### config.mk
export PLATFORM = sky130hd
export DESIGN_NAME = dbus_arbiter_flat
export DESIGN_NICKNAME = d
export VERILOG_FILES = /design/src/rtl/dbus_arbiter_if.sv /design/src/rtl/dbus_arbiter.sv /design/src/flat_wrapper.sv
export SDC_FILE = /design/constraint.sdc
export NUM_CORES = 1
export LEC_CHECK = 0
export CAP_MARGIN = 20
export CORE_ASPECT_RATIO = 1.1
export CORE_MARGIN = 2
export CORE_UTILIZATION = 36
export DETAILED_ROUTE_END_ITERATION = 10
export PLACE_DENSITY = 0.74
export SKIP_LAST_GASP = 1
export SLEW_MARGIN = 20
export SYNTH_ARGS = -nofsm -noshare
export SYNTH_HDL_FRONTEND = slang
export SYNTH_SLANG_ARGS = --single-unit
### constraint.sdc
create_clock -name clk -period 1.87 [get_ports clk]
set_input_delay 0.374 -clock clk [delete_from_list [all_inputs] [get_ports clk]]
set_output_delay 0.374 -clock clk [all_outputs]
set_load 0.02 [all_outputs]
### src/rtl/dbus_arbiter_if.sv
// Bundle of the data-bus controller signals: two requester ports, the shared
// slave bus, the per-slave strobe/ack/data pairs and the core stall flag.
// The master modport is the controller's own view. The slave modport is the
// environment's view, covering the requesters and the slaves.
interface dbus_arbiter_if #(
  parameter int unsigned ADDR_W = 32,
  parameter int unsigned DATA_W = 32
);

  // requester 0 (core data port)
  logic              m0_req;
  logic [ADDR_W-1:0] m0_adr;
  logic [DATA_W-1:0] m0_wdat;
  logic [3:0]        m0_sel;
  logic              m0_we;
  logic [DATA_W-1:0] m0_rdat;
  logic              m0_ack;
  logic              m0_err;

  // requester 1 (loader/debug port)
  logic              m1_req;
  logic [ADDR_W-1:0] m1_adr;
  logic [DATA_W-1:0] m1_wdat;
  logic [3:0]        m1_sel;
  logic              m1_we;
  logic [DATA_W-1:0] m1_rdat;
  logic              m1_ack;
  logic              m1_err;

  // shared slave bus
  logic              s_cyc;
  logic [ADDR_W-1:0] s_adr;
  logic [DATA_W-1:0] s_wdat;
  logic [3:0]        s_sel;
  logic              s_we;

  // data RAM
  logic              ram_stb;
  logic [DATA_W-1:0] ram_rdat;
  logic              ram_ack;

  // RSA accelerator register window
  logic              rsa_stb;
  logic [DATA_W-1:0] rsa_rdat;
  logic              rsa_ack;

  // core stall
  logic              busy;

  modport master (
    input  m0_req, m0_adr, m0_wdat, m0_sel, m0_we,
    output m0_rdat, m0_ack, m0_err,
    input  m1_req, m1_adr, m1_wdat, m1_sel, m1_we,
    output m1_rdat, m1_ack, m1_err,
    output s_cyc, s_adr, s_wdat, s_sel, s_we,
    output ram_stb, input ram_rdat, ram_ack,
    output rsa_stb, input rsa_rdat, rsa_ack,
    output busy
  );

  modport slave (
    output m0_req, m0_adr, m0_wdat, m0_sel, m0_we,
    input  m0_rdat, m0_ack, m0_err,
    output m1_req, m1_adr, m1_wdat, m1_sel, m1_we,
    input  m1_rdat, m1_ack, m1_err,
    input  s_cyc, s_adr, s_wdat, s_sel, s_we,
    input  ram_stb, output ram_rdat, ram_ack,
    input  rsa_stb, output rsa_rdat, rsa_ack,
    input  busy
  );

endinterface

### src/rtl/dbus_arbiter.sv
// Data-bus controller. It arbitrates two requesters round-robin, decodes the
// address to the data RAM or the RSA register window, and runs one
// Wishbone-style cycle per request with an ack timeout. It returns registered
// read data, a one-cycle ack or err pulse, and a busy flag for the core stall.
module dbus_arbiter #(
  parameter int unsigned ADDR_W     = 32,
  parameter int unsigned DATA_W     = 32,
  parameter logic [3:0]  RSA_REGION = 4'h4,
  parameter int unsigned TIMEOUT    = 16
) (
  input  logic           clk,
  input  logic           rst,
  dbus_arbiter_if.master bus
);

  localparam logic [1:0] ST_IDLE = 2'd0;
  localparam logic [1:0] ST_BUS  = 2'd1;
  localparam logic [1:0] ST_RESP = 2'd2;

  localparam logic [7:0] TMO_LAST = 8'(TIMEOUT - 1);

  logic [1:0]        state_q, state_d;
  logic              gnt_q, gnt_d;
  logic              last_grant_q, last_grant_d;
  logic              tgt_rsa_q, tgt_rsa_d;
  logic [7:0]        tmo_cnt_q, tmo_cnt_d;

  logic              s_cyc_q, s_cyc_d;
  logic [ADDR_W-1:0] s_adr_q, s_adr_d;
  logic [DATA_W-1:0] s_wdat_q, s_wdat_d;
  logic [3:0]        s_sel_q, s_sel_d;
  logic              s_we_q, s_we_d;
  logic              ram_stb_q, ram_stb_d;
  logic              rsa_stb_q, rsa_stb_d;

  logic [DATA_W-1:0] m0_rdat_q, m0_rdat_d;
  logic [DATA_W-1:0] m1_rdat_q, m1_rdat_d;
  logic              m0_ack_q, m0_ack_d;
  logic              m0_err_q, m0_err_d;
  logic              m1_ack_q, m1_ack_d;
  logic              m1_err_q, m1_err_d;
  logic              busy_q, busy_d;

  logic              arb_valid;
  logic              arb_pick;
  logic [ADDR_W-1:0] pick_adr;
  logic [DATA_W-1:0] pick_wdat;
  logic [3:0]        pick_sel;
  logic              pick_we;

  logic              slv_ack;
  logic [DATA_W-1:0] slv_rdat;

  logic              fin;
  logic              fin_err;
  logic              fin_who;
  logic [DATA_W-1:0] fin_data;

  // Round-robin choice between the requesters and the fields of the winner.
  always_comb begin
    arb_valid = bus.m0_req | bus.m1_req;
    if (bus.m0_req && bus.m1_req) begin
      arb_pick = ~last_grant_q;
    end else begin
      arb_pick = bus.m1_req;
    end
    pick_adr  = arb_pick ? bus.m1_adr  : bus.m0_adr;
    pick_wdat = arb_pick ? bus.m1_wdat : bus.m0_wdat;
    pick_sel  = arb_pick ? bus.m1_sel  : bus.m0_sel;
    pick_we   = arb_pick ? bus.m1_we   : bus.m0_we;
  end

  // Only the decoded slave's ack and data are considered.
  always_comb begin
    slv_ack  = tgt_rsa_q ? bus.rsa_ack  : bus.ram_ack;
    slv_rdat = tgt_rsa_q ? bus.rsa_rdat : bus.ram_rdat;
  end

  // Bus cycle sequencing: IDLE grants, BUS waits for ack or timeout, RESP pulses.
  always_comb begin
    state_d      = state_q;
    gnt_d        = gnt_q;
    last_grant_d = last_grant_q;
    tgt_rsa_d    = tgt_rsa_q;
    tmo_cnt_d    = tmo_cnt_q;
    s_cyc_d      = s_cyc_q;
    s_adr_d      = s_adr_q;
    s_wdat_d     = s_wdat_q;
    s_sel_d      = s_sel_q;
    s_we_d       = s_we_q;
    ram_stb_d    = ram_stb_q;
    rsa_stb_d    = rsa_stb_q;
    fin          = 1'b0;
    fin_err      = 1'b0;
    fin_who      = gnt_q;
    fin_data     = '0;

    case (state_q)
      ST_IDLE: begin
        if (arb_valid) begin
          gnt_d        = arb_pick;
          last_grant_d = arb_pick;
          s_adr_d      = pick_adr;
          s_wdat_d     = pick_wdat;
          s_sel_d      = pick_sel;
          s_we_d       = pick_we;
          tgt_rsa_d    = (pick_adr[19:16] == RSA_REGION);
          tmo_cnt_d    = '0;
          if (pick_sel == 4'b0000) begin
            // Empty byte mask: reject without touching the bus.
            state_d = ST_RESP;
            fin     = 1'b1;
            fin_err = 1'b1;
            fin_who = arb_pick;
          end else begin
            state_d   = ST_BUS;
            s_cyc_d   = 1'b1;
            ram_stb_d = (pick_adr[19:16] != RSA_REGION);
            rsa_stb_d = (pick_adr[19:16] == RSA_REGION);
          end
        end
      end

      ST_BUS: begin
        tmo_cnt_d = tmo_cnt_q + 8'd1;
        // The ack check comes first, so an ack on the last allowed cycle still completes.
        if (slv_ack) begin
          state_d   = ST_RESP;
          s_cyc_d   = 1'b0;
          ram_stb_d = 1'b0;
          rsa_stb_d = 1'b0;
          fin       = 1'b1;
          fin_data  = s_we_q ? '0 : slv_rdat;
        end else if (tmo_cnt_q == TMO_LAST) begin
          state_d   = ST_RESP;
          s_cyc_d   = 1'b0;
          ram_stb_d = 1'b0;
          rsa_stb_d = 1'b0;
          fin       = 1'b1;
          fin_err   = 1'b1;
        end
      end

      ST_RESP: begin
        state_d = ST_IDLE;
      end

      default: begin
        state_d   = ST_IDLE;
        s_cyc_d   = 1'b0;
        ram_stb_d = 1'b0;
        rsa_stb_d = 1'b0;
      end
    endcase
  end

  // Route the completion pulse and data to the granted requester only.
  always_comb begin
    m0_rdat_d = m0_rdat_q;
    m1_rdat_d = m1_rdat_q;
    m0_ack_d  = 1'b0;
    m0_err_d  = 1'b0;
    m1_ack_d  = 1'b0;
    m1_err_d  = 1'b0;
    if (fin) begin
      if (fin_who) begin
        m1_rdat_d = fin_data;
        m1_ack_d  = ~fin_err;
        m1_err_d  = fin_err;
      end else begin
        m0_rdat_d = fin_data;
        m0_ack_d  = ~fin_err;
        m0_err_d  = fin_err;
      end
    end
    busy_d = (state_d != ST_IDLE);
  end

  // State and output registers; reset abandons any cycle in flight.
  always_ff @(posedge clk) begin
    if (!rst) begin
      state_q      <= ST_IDLE;
      gnt_q        <= 1'b0;
      last_grant_q <= 1'b1;
      tgt_rsa_q    <= 1'b0;
      tmo_cnt_q    <= '0;
      s_cyc_q      <= 1'b0;
      s_adr_q      <= '0;
      s_wdat_q     <= '0;
      s_sel_q      <= '0;
      s_we_q       <= 1'b0;
      ram_stb_q    <= 1'b0;
      rsa_stb_q    <= 1'b0;
      m0_rdat_q    <= '0;
      m1_rdat_q    <= '0;
      m0_ack_q     <= 1'b0;
      m0_err_q     <= 1'b0;
      m1_ack_q     <= 1'b0;
      m1_err_q     <= 1'b0;
      busy_q       <= 1'b0;
    end else begin
      state_q      <= state_d;
      gnt_q        <= gnt_d;
      last_grant_q <= last_grant_d;
      tgt_rsa_q    <= tgt_rsa_d;
      tmo_cnt_q    <= tmo_cnt_d;
      s_cyc_q      <= s_cyc_d;
      s_adr_q      <= s_adr_d;
      s_wdat_q     <= s_wdat_d;
      s_sel_q      <= s_sel_d;
      s_we_q       <= s_we_d;
      ram_stb_q    <= ram_stb_d;
      rsa_stb_q    <= rsa_stb_d;
      m0_rdat_q    <= m0_rdat_d;
      m1_rdat_q    <= m1_rdat_d;
      m0_ack_q     <= m0_ack_d;
      m0_err_q     <= m0_err_d;
      m1_ack_q     <= m1_ack_d;
      m1_err_q     <= m1_err_d;
      busy_q       <= busy_d;
    end
  end

  assign bus.s_cyc   = s_cyc_q;
  assign bus.s_adr   = s_adr_q;
  assign bus.s_wdat  = s_wdat_q;
  assign bus.s_sel   = s_sel_q;
  assign bus.s_we    = s_we_q;
  assign bus.ram_stb = ram_stb_q;
  assign bus.rsa_stb = rsa_stb_q;
  assign bus.m0_rdat = m0_rdat_q;
  assign bus.m1_rdat = m1_rdat_q;
  assign bus.m0_ack  = m0_ack_q;
  assign bus.m0_err  = m0_err_q;
  assign bus.m1_ack  = m1_ack_q;
  assign bus.m1_err  = m1_err_q;
  assign bus.busy    = busy_q;

endmodule

### src/flat_wrapper.sv
// flat-port wrapper written by rule: the top's interface ports become plain ports
module dbus_arbiter_flat 
#(
  parameter int unsigned ADDR_W     = 32,
  parameter int unsigned DATA_W     = 32,
  parameter logic [3:0]  RSA_REGION = 4'h4,
  parameter int unsigned TIMEOUT    = 16
)
  (clk, rst, bus_m0_req, bus_m0_adr, bus_m0_wdat, bus_m0_sel, bus_m0_we, bus_m0_rdat, bus_m0_ack, bus_m0_err, bus_m1_req, bus_m1_adr, bus_m1_wdat, bus_m1_sel, bus_m1_we, bus_m1_rdat, bus_m1_ack, bus_m1_err, bus_s_cyc, bus_s_adr, bus_s_wdat, bus_s_sel, bus_s_we, bus_ram_stb, bus_ram_rdat, bus_ram_ack, bus_rsa_stb, bus_rsa_rdat, bus_rsa_ack, bus_busy);
  dbus_arbiter_if #(.ADDR_W(ADDR_W), .DATA_W(DATA_W)) bus_i ();
  input  logic clk;
  input  logic rst;
  input wire logic [$bits(bus_i.m0_req)-1:0] bus_m0_req;
  input wire logic [$bits(bus_i.m0_adr)-1:0] bus_m0_adr;
  input wire logic [$bits(bus_i.m0_wdat)-1:0] bus_m0_wdat;
  input wire logic [$bits(bus_i.m0_sel)-1:0] bus_m0_sel;
  input wire logic [$bits(bus_i.m0_we)-1:0] bus_m0_we;
  output wire logic [$bits(bus_i.m0_rdat)-1:0] bus_m0_rdat;
  output wire logic [$bits(bus_i.m0_ack)-1:0] bus_m0_ack;
  output wire logic [$bits(bus_i.m0_err)-1:0] bus_m0_err;
  input wire logic [$bits(bus_i.m1_req)-1:0] bus_m1_req;
  input wire logic [$bits(bus_i.m1_adr)-1:0] bus_m1_adr;
  input wire logic [$bits(bus_i.m1_wdat)-1:0] bus_m1_wdat;
  input wire logic [$bits(bus_i.m1_sel)-1:0] bus_m1_sel;
  input wire logic [$bits(bus_i.m1_we)-1:0] bus_m1_we;
  output wire logic [$bits(bus_i.m1_rdat)-1:0] bus_m1_rdat;
  output wire logic [$bits(bus_i.m1_ack)-1:0] bus_m1_ack;
  output wire logic [$bits(bus_i.m1_err)-1:0] bus_m1_err;
  output wire logic [$bits(bus_i.s_cyc)-1:0] bus_s_cyc;
  output wire logic [$bits(bus_i.s_adr)-1:0] bus_s_adr;
  output wire logic [$bits(bus_i.s_wdat)-1:0] bus_s_wdat;
  output wire logic [$bits(bus_i.s_sel)-1:0] bus_s_sel;
  output wire logic [$bits(bus_i.s_we)-1:0] bus_s_we;
  output wire logic [$bits(bus_i.ram_stb)-1:0] bus_ram_stb;
  input wire logic [$bits(bus_i.ram_rdat)-1:0] bus_ram_rdat;
  input wire logic [$bits(bus_i.ram_ack)-1:0] bus_ram_ack;
  output wire logic [$bits(bus_i.rsa_stb)-1:0] bus_rsa_stb;
  input wire logic [$bits(bus_i.rsa_rdat)-1:0] bus_rsa_rdat;
  input wire logic [$bits(bus_i.rsa_ack)-1:0] bus_rsa_ack;
  output wire logic [$bits(bus_i.busy)-1:0] bus_busy;
  assign bus_i.m0_req = bus_m0_req;
  assign bus_i.m0_adr = bus_m0_adr;
  assign bus_i.m0_wdat = bus_m0_wdat;
  assign bus_i.m0_sel = bus_m0_sel;
  assign bus_i.m0_we = bus_m0_we;
  assign bus_m0_rdat = bus_i.m0_rdat;
  assign bus_m0_ack = bus_i.m0_ack;
  assign bus_m0_err = bus_i.m0_err;
  assign bus_i.m1_req = bus_m1_req;
  assign bus_i.m1_adr = bus_m1_adr;
  assign bus_i.m1_wdat = bus_m1_wdat;
  assign bus_i.m1_sel = bus_m1_sel;
  assign bus_i.m1_we = bus_m1_we;
  assign bus_m1_rdat = bus_i.m1_rdat;
  assign bus_m1_ack = bus_i.m1_ack;
  assign bus_m1_err = bus_i.m1_err;
  assign bus_s_cyc = bus_i.s_cyc;
  assign bus_s_adr = bus_i.s_adr;
  assign bus_s_wdat = bus_i.s_wdat;
  assign bus_s_sel = bus_i.s_sel;
  assign bus_s_we = bus_i.s_we;
  assign bus_ram_stb = bus_i.ram_stb;
  assign bus_i.ram_rdat = bus_ram_rdat;
  assign bus_i.ram_ack = bus_ram_ack;
  assign bus_rsa_stb = bus_i.rsa_stb;
  assign bus_i.rsa_rdat = bus_rsa_rdat;
  assign bus_i.rsa_ack = bus_rsa_ack;
  assign bus_busy = bus_i.busy;
  dbus_arbiter #(.ADDR_W(ADDR_W), .DATA_W(DATA_W), .RSA_REGION(RSA_REGION), .TIMEOUT(TIMEOUT)) u_core (.clk(clk), .rst(rst), .bus(bus_i));
endmodule
==> results of run 1 <==
-- cells by family after synthesis --
kind of cell | after synthesis
and+or+nand+nor | 220
muxes | 137
buffers and inverters | 63
AOI/OAI and AO/OA | 133
DFF | 154
adders and majority gates | 1
-- metal layers --
layer  vias to the layer above  global-route usage (%)
li1                       3305                       -
met1                      3000                    24.3
met2                       273                    38.4
met3                        29                    6.66
met4                         0                    7.42
met5                         -                       0
-- state kept, by name, indices dropped and copies added, names as in the netlist, 2 cells and up --
name and cells:
u_core.bus.m1_rdat 32, u_core.bus.s_adr 32, u_core.tmo_cnt_q 8, u_core.state_q 2, u_core.bus.m0_rdat 32, u_core.bus.s_sel 4
u_core.bus.s_wdat 32
-- cell usage in the layout (no fill, tap or decap), drive strengths merged, types with 2 or more instances in the layout --
master / n
o32ai: 2
bufinv: 3
nor3: 3
mux2i: 104
or4: 3
inv: 6
nor2: 85
clkdlybuf4s50: 346
buf: 59
o21ai: 7
or3: 2
and3: 3
o21a: 2
clkbuf: 23
clkinv: 4
clkinvlp: 2
a211oi: 70
dfxtp: 154
nor3b: 2
nand2b: 3
nand3: 34
or2: 2
mux2: 33
nand2: 75
nor4: 3
o22ai: 33
nor4b: 2
a21oi: 10
-- synth_stat cells, types with 3 or more instances --
master    instances  share of area (%)
dfxtp_1         154                 46
mux2i_1         104                 16
nor2_1           85                4.8
nand2_1          75                4.2
a211oi_1         70                7.8
clkbuf_1         48                2.7
nand3_1          34                2.5
mux2_2           33                5.5
o22ai_1          33                3.1
a21oi_1          10               0.75
buf_2             9               0.67
o21ai_0           6               0.45
and3_1            3               0.28
buf_8             3               0.67
nand2b_1          3               0.28
nor4_1            3               0.28
-- metrics by stage --
stage          utilization (%)  hold slack [ns]
5_1_grt                   63.3            0.368
6_report                  63.3            0.356
2_1_floorplan                -            0.464
4_1_cts                   62.3            0.346
3_5_place_dp              58.8            0.448
3_3_place_gp              58.8            0.442
-- power by group through the flow --
stage	Sequential [mW]	Combinational, mW	Clock [mW]
6_report	3.68	2.61	3.52
5_1_grt	3.71	2.79	3.74
4_1_cts	3.68	2.61	3.60
3_5_place_dp	3.75	2.57	0
3_3_place_gp	3.74	2.55	0
2_1_floorplan	4.03	0.947	0
-- worst paths after layout --
kind / start / to / cells past startpoint
setup / recovery: u_core.tmo_cnt_q[7] / u_core.bus.m0_rdat[1] / 6
hold / removal: rst / u_core.state_q[0] / 3
setup reg to reg: u_core.tmo_cnt_q[7] / u_core.bus.m0_rdat[1] / 6
hold reg to reg: u_core.bus.m0_rdat[7] / u_core.bus.m0_rdat[7] / 2
-- worst max-delay path, delay by kind of cell, from the launching register on --
| kind | cells | cell delay [ns] |
|---|---|---|
| AND/OR/NAND/NOR | 1 | 0.55 |
| AO/OA/AOI/OAI | 2 | 0.48 |
| buffers and inverters | 2 | 0.34 |
| flip-flops | 1 | 0.32 |
| multiplexers | 1 | 0.19 |
-- cell type report --
cell class / instances / area [µm²] / share of cell area (%)
inverters: 3 / 11.3 / 0.0969
clock buffers: 20 / 437 / 3.76
repair buffers: 409 / 4190 / 36.0
well taps: 243 / 304 / 2.62
multi-input cells: 491 / 3430 / 29.5
flip-flops and latches: 154 / 3090 / 26.6
clock inverters: 12 / 163 / 1.40
-- repair_timing --
action                                  4_1_cts  5_1_grt
hold buffers                                  0        0
cloned                                        1        4
pin swaps                                     0        0
gates resized for setup                       2       16
setup buffers                                 3        4
endpoints found under the setup margin       33       66
==> summary.md, run 1 <==
| Metric | Value |
|---|---|
| Required @ worst endpoint | between 2 and 2.5 ns |
| Layout net count | about 1300 |
| Crit path DAT | ~2.3 ns |
| DR vias/cell | just under 5 |
| Critical path's slowest cell | or4_4 |
| Adder-cell share of the synthesized area | less than 1% |
| Largest stage delay on the critical path | approximately 0.55 ns |
| Worst-Margin Slew | between 0.6 and 0.7 ns |
| Final period util | 105% |
| Post-route insts no fill | 1332 |
| Clock Latency Late Sink | approximately 0.42 ns |
| First-pass GRT wire length | 33800 µm |
| Layout cells sized above 1 | between 10 and 15% |
| Pin count of the biggest net entering global routing | 63 |
| WL per Instance | 16.8 µm |
| Multiplexer share of the synthesized area | 21.1% |
| Chip width | between 100 and 150 µm |
| Initial core utilization | 36.5% |
| Total track usage | between 20% and 30% |
| Worst-path cell chain | or4_4 > o21a_4 > o32ai_4 > buf_4 > buf_12 > mux2i_1 |
| TNS Setup | -2.44 ns |
| Root Driver | clkbuf_16 |
| HPWL Detailed | between 15000 and 20000 µm |
| Primary FF master, synth | dfxtp_1 |
| Die Area | between 0.015 and 0.02 mm² |
| Register bit total from synthesis | between 150 and 200 |
| Synth Area in Simple Gates | ~14% |
| Ys Warns | 0 |
| Fin. max-slew vios | 0 |
| Post-DP Area | approximately 0.011 mm² |
| 1st-pass router iterations | 4 |
| Min cycle time layout | between 1.5 and 2 ns |
| Failing checks | negative setup slack |
| Vias | 6607 |
| Power Total | around 10 mW |
| Met2 wire length | roughly 11000 µm |
| IO Port Bufs | between 300 and 400 |
| Post-Syn Nets | roughly 920 |
| Cells after DPL | 1289 |
| Clock tree sinks | 154 |
| RSZ-0062 raised after global routing | true |
| Max H-tree Level | 4 |
| Max IR drop VDD | slightly above 600 µV |
| Max Used Layer | met4 |
| Die height | ~150 µm |
| PwrDens | approximately 840 mW/mm² |
| Vias in the first global route | roughly 6700 |
| CP Class | reg2reg |
| Worst setup SP type | flip-flop |
| Antenna diode instance count | 0 |
| XOR/XNOR share of the synthesized area | 0% |
| Met3 wire len | a little under 2000 µm |
| Gate power share | roughly a quarter |
| Final RePlAce weighted congestion | around 0.8 |
| Post-synthesis sequential area ratio | between 40% and 50% |
| Leak pwr | approximately 4.3 nW |
| Netlist cell types | 44 |
| Final hold viol count | 0 |
| Syn avg cell area | approximately 9.5 µm² |
| Setup slack after layout | -0.0968 ns |
| Achievable frequency | a little over 500 MHz |
| DR iter-0 viols | about 220 |
| Worst setup EP type | flip-flop |
| # IOs | roughly 350 |
| Post-synth EDFFs | 0 |
| Reg power frac | around 38% |
| Layout Cell Area excl Fill | between 0.01 and 0.015 mm² |
| Total grt overflow | 0 |
| CTS tree | done |
| Clock share of power | around 36% |
| Worst Hold Class | in2reg |
| # fillers | approximately 1600 |
| FFs w/ async S/R, synth | 0% |
| CTS buffer count | 17 |
| Worst slack, placed | -0.375 ns |
| Core area | approximately 0.018 mm² |
| R2r setup slk | -0.1 ns |
| Synth-to-Final Area Change | 73.4% |
| Switching share of power | 28.0% |
| Compound-Gate Fraction of Synth Area | 14.3% |
| Max Root-Sink Buffers | 2 |
| Cell Area, Synth | approximately 0.0067 mm² |
| Clock transition at path regs | roughly 0.06 ns |
| Initial antenna violation count | 0 |
| Largest family of logic cells by synthesized area | multiplexers |
| Cell-internal power | about 7 mW |
| Outcome | complete, but fails checks |
| WL final | between 20000 and 25000 µm |
| Met1 WL | about 8600 µm |
| Setup Skew | around 0.011 ns |
| Count of final setup violators | 59 |
| DRC viols | 0 |
| Post-route ant nets | 0 |
| Synthesized netlist cell count | around 710 |
| Row count | 52 |
| Max-cap viol count | 0 |
| Net Sw Power | 2.75 mW |
| Slew headroom | between 50% and 60% |
| Crit-path max FO | 12 |
No activity file was read; power rests on OpenSTA's default activity.
==> run 2, diff against run 1 <==
ABC_CLOCK_PERIOD_IN_PS = 1870   (was not set)
CTS_BUF_LIST = sky130_fd_sc_hd__clkbuf_16   (was not set)
==> run 2 against run 1 <==
Against the previous run: the flow still finishes with violations (negative setup slack); combinational power about the same; via count down 0.41%; clock-buffer cell count down 3; die area unchanged; core utilization unchanged; non-clock buffer count unchanged; critical path depth unchanged; largest power group unchanged; cell area unchanged; global-route usage about the same; power down 0.13%.
==> summary.md, run 2 (synthesized netlist as in run 1, its figures left out) <==
| Metric | Value |
|---|---|
| Largest stage delay on the critical path | ~0.55 ns |
| Critical path's slowest cell | or4_4 |
| WL per Instance | 16.7 µm |
| Min-delay src | rst |
| Worst-Margin Slew | around 0.63 ns |
| Total track usage | a little over a fifth |
| Most frequent cells in the layout | clkdlybuf4s50_1 (346), dfxtp_1 (151), mux2i_1 (103) |
| WL final | 22300 µm |
| Layout cells sized above 1 | between 10% and 20% |
| Pin count of the biggest net entering global routing | 63 |
| Worst slack, placed | -0.375 ns |
| Worst reg2reg startpoint | u_core.tmo_cnt_q[7] |
| Path depth of the worst reg2reg path | 6 |
| Max H-tree Level | 4 |
| CTS buffer count | 17 |
| 1st-pass router iterations | 4 |
| Most common cell after layout, fill and taps aside | clkdlybuf4s50_1 |
| HPWL Detailed | about 16000 µm |
| CTS tree | done |
| RSZ-0062 raised after global routing | true |
| Row count | 52 |
| Die Area | 0.0197 mm² |
| Achievable frequency | 509 MHz |
| Worst-path cell chain | or4_4 > o21a_4 > o32ai_4 > buf_4 > buf_12 > mux2i_1 |
| Antenna diode instance count | 0 |
| Failing checks | negative setup slack |
| Crit path DAT | roughly 2.3 ns |
| # IOs | around 350 |
| Initial antenna violation count | 0 |
| Root Driver | clkbuf_16 |
| Outcome | complete, but fails checks |
| Setup Skew | 0.0107 ns |
| Setup slack after layout | -0.0938 ns |
| Clock tree sinks | ~150 |
| Worst setup SP type | flip-flop |
| DR vias/cell | approximately 4.9 |
| Vias in the first global route | roughly 6700 |
| Chip width | 134 µm |
| Register area | around 0.0031 mm² |
| Die height | around 150 µm |
| Synth-to-Final Area Change | 73.4% |
| Crit-path max FO | 12 |
| Final hold viol count | 0 |
| Hold buffers post-CTS | 0 |
| Count of final setup violators | between 50 and 60 |
| CP Class | reg2reg |
| DR iter-0 viols | about 210 |
| Fin. max-slew vios | 0 |
| Max Root-Sink Buffers | 2 |
| Multi-input logic area | ~0.0034 mm² |
| RR Endpoint | u_core.bus.m0_rdat[1] |
| First-pass GRT wire length | roughly 34000 µm |
| Vias | 6580 |
| Clock transition at path regs | 0.06 ns |
| TNS Setup | -2.43 ns |
| Min cycle time layout | between 1.5 and 2 ns |
| Hold path endpoint | u_core.state_q[0] |
| Final period util | 105% |
| DRC viols | 0 |
| R2r setup slk | -0.09 ns |
| Initial core utilization | 36.5% |
| Post-route ant nets | 0 |
| # fillers | around 1600 |
| PwrDens | 843 mW/mm² |
| Worst Hold Class | in2reg |
| Slew headroom | between 50% and 60% |
| IO Port Bufs | roughly 350 |
| Clock Latency Late Sink | around 0.42 ns |
| Worst setup EP type | flip-flop |
| Final RePlAce weighted congestion | approximately 0.80 |
| Core area | around 0.018 mm² |
| Total grt overflow | 0 |
| Power Total | approximately 9.8 mW |
| Util after Layout | roughly 63% |
| Max IR drop VDD | about 620 µV |
| Worst Hold Depth | 3 |
| Max-cap viol count | 0 |
| Layout net count | 1285 |
| Leak pwr | around 4.3 nW |
| Required @ worst endpoint | 2.20 ns |
[run 2: through the flow]
step,instance area (µm²),hold WS (ns),cells
after floorplan,6700,0.464,708
after global placement,10800,0.442,1289
after detailed placement,10800,0.448,1289
after CTS,11400,0.346,1325
after global routing,11600,0.368,1332
final,11600,0.358,1332
[run 2: worst max-delay path by stage]
stage	cells after the start	from	slack (ns)	end
after floorplan	5	u_core.tmo_cnt_q[7]	-0.04	u_core.bus.m0_rdat[23]
after global placement	7	bus_m0_sel[2]	-0.34	u_core.bus.m0_rdat[8]
after detailed placement	7	bus_m0_sel[2]	-0.38	u_core.bus.m0_rdat[16]
after CTS	6	u_core.tmo_cnt_q[7]	-0.08	u_core.bus.m0_rdat[1]
after global routing	6	u_core.tmo_cnt_q[7]	-0.20	u_core.bus.m0_rdat[19]
final	6	u_core.tmo_cnt_q[7]	-0.09	u_core.bus.m0_rdat[1]
[run 2: cell type report]
cell class,instances,area share (%)
sequential,154,26.6
clock buffer,17,3.66
timing repair buffer,409,36.0
tap,243,2.62
multi-input combinational,491,29.5
inverter,3,0.0969
clock inverter,15,1.50
[run 2: per-layer routing]
metal  GRT usage, %  vias up  routed length [µm]
met1           24.3     2990                8530
met5              0        -                   0
li1               -     3303                   -
met3           6.66       29                2020
met4           7.42        0                 510
met2           38.4      258               11200
[run 2: where the power goes]
group	switching, mW	internal, mW	leakage, nW	total, mW
combinational	1.21	1.40	2.74	2.60
clock	1.41	2.11	0.298	3.51
sequential	0.138	3.54	1.26	3.68
total	2.75	7.04	4.30	9.79
[run 2: critical path: cells and delay by family, from the launching register on]
kind / cells / cell delay (ns)
flops: 1 / 0.32
mux: 1 / 0.19
buf+inv: 2 / 0.34
compound gates: 2 / 0.48
simple gates: 1 / 0.55
[run 2: repair_timing]
action                                  in CTS  in global routing
gates resized for setup                      2                 16
setup buffers                                3                  4
endpoints found under the setup margin      33                 66
cloned                                       1                  4
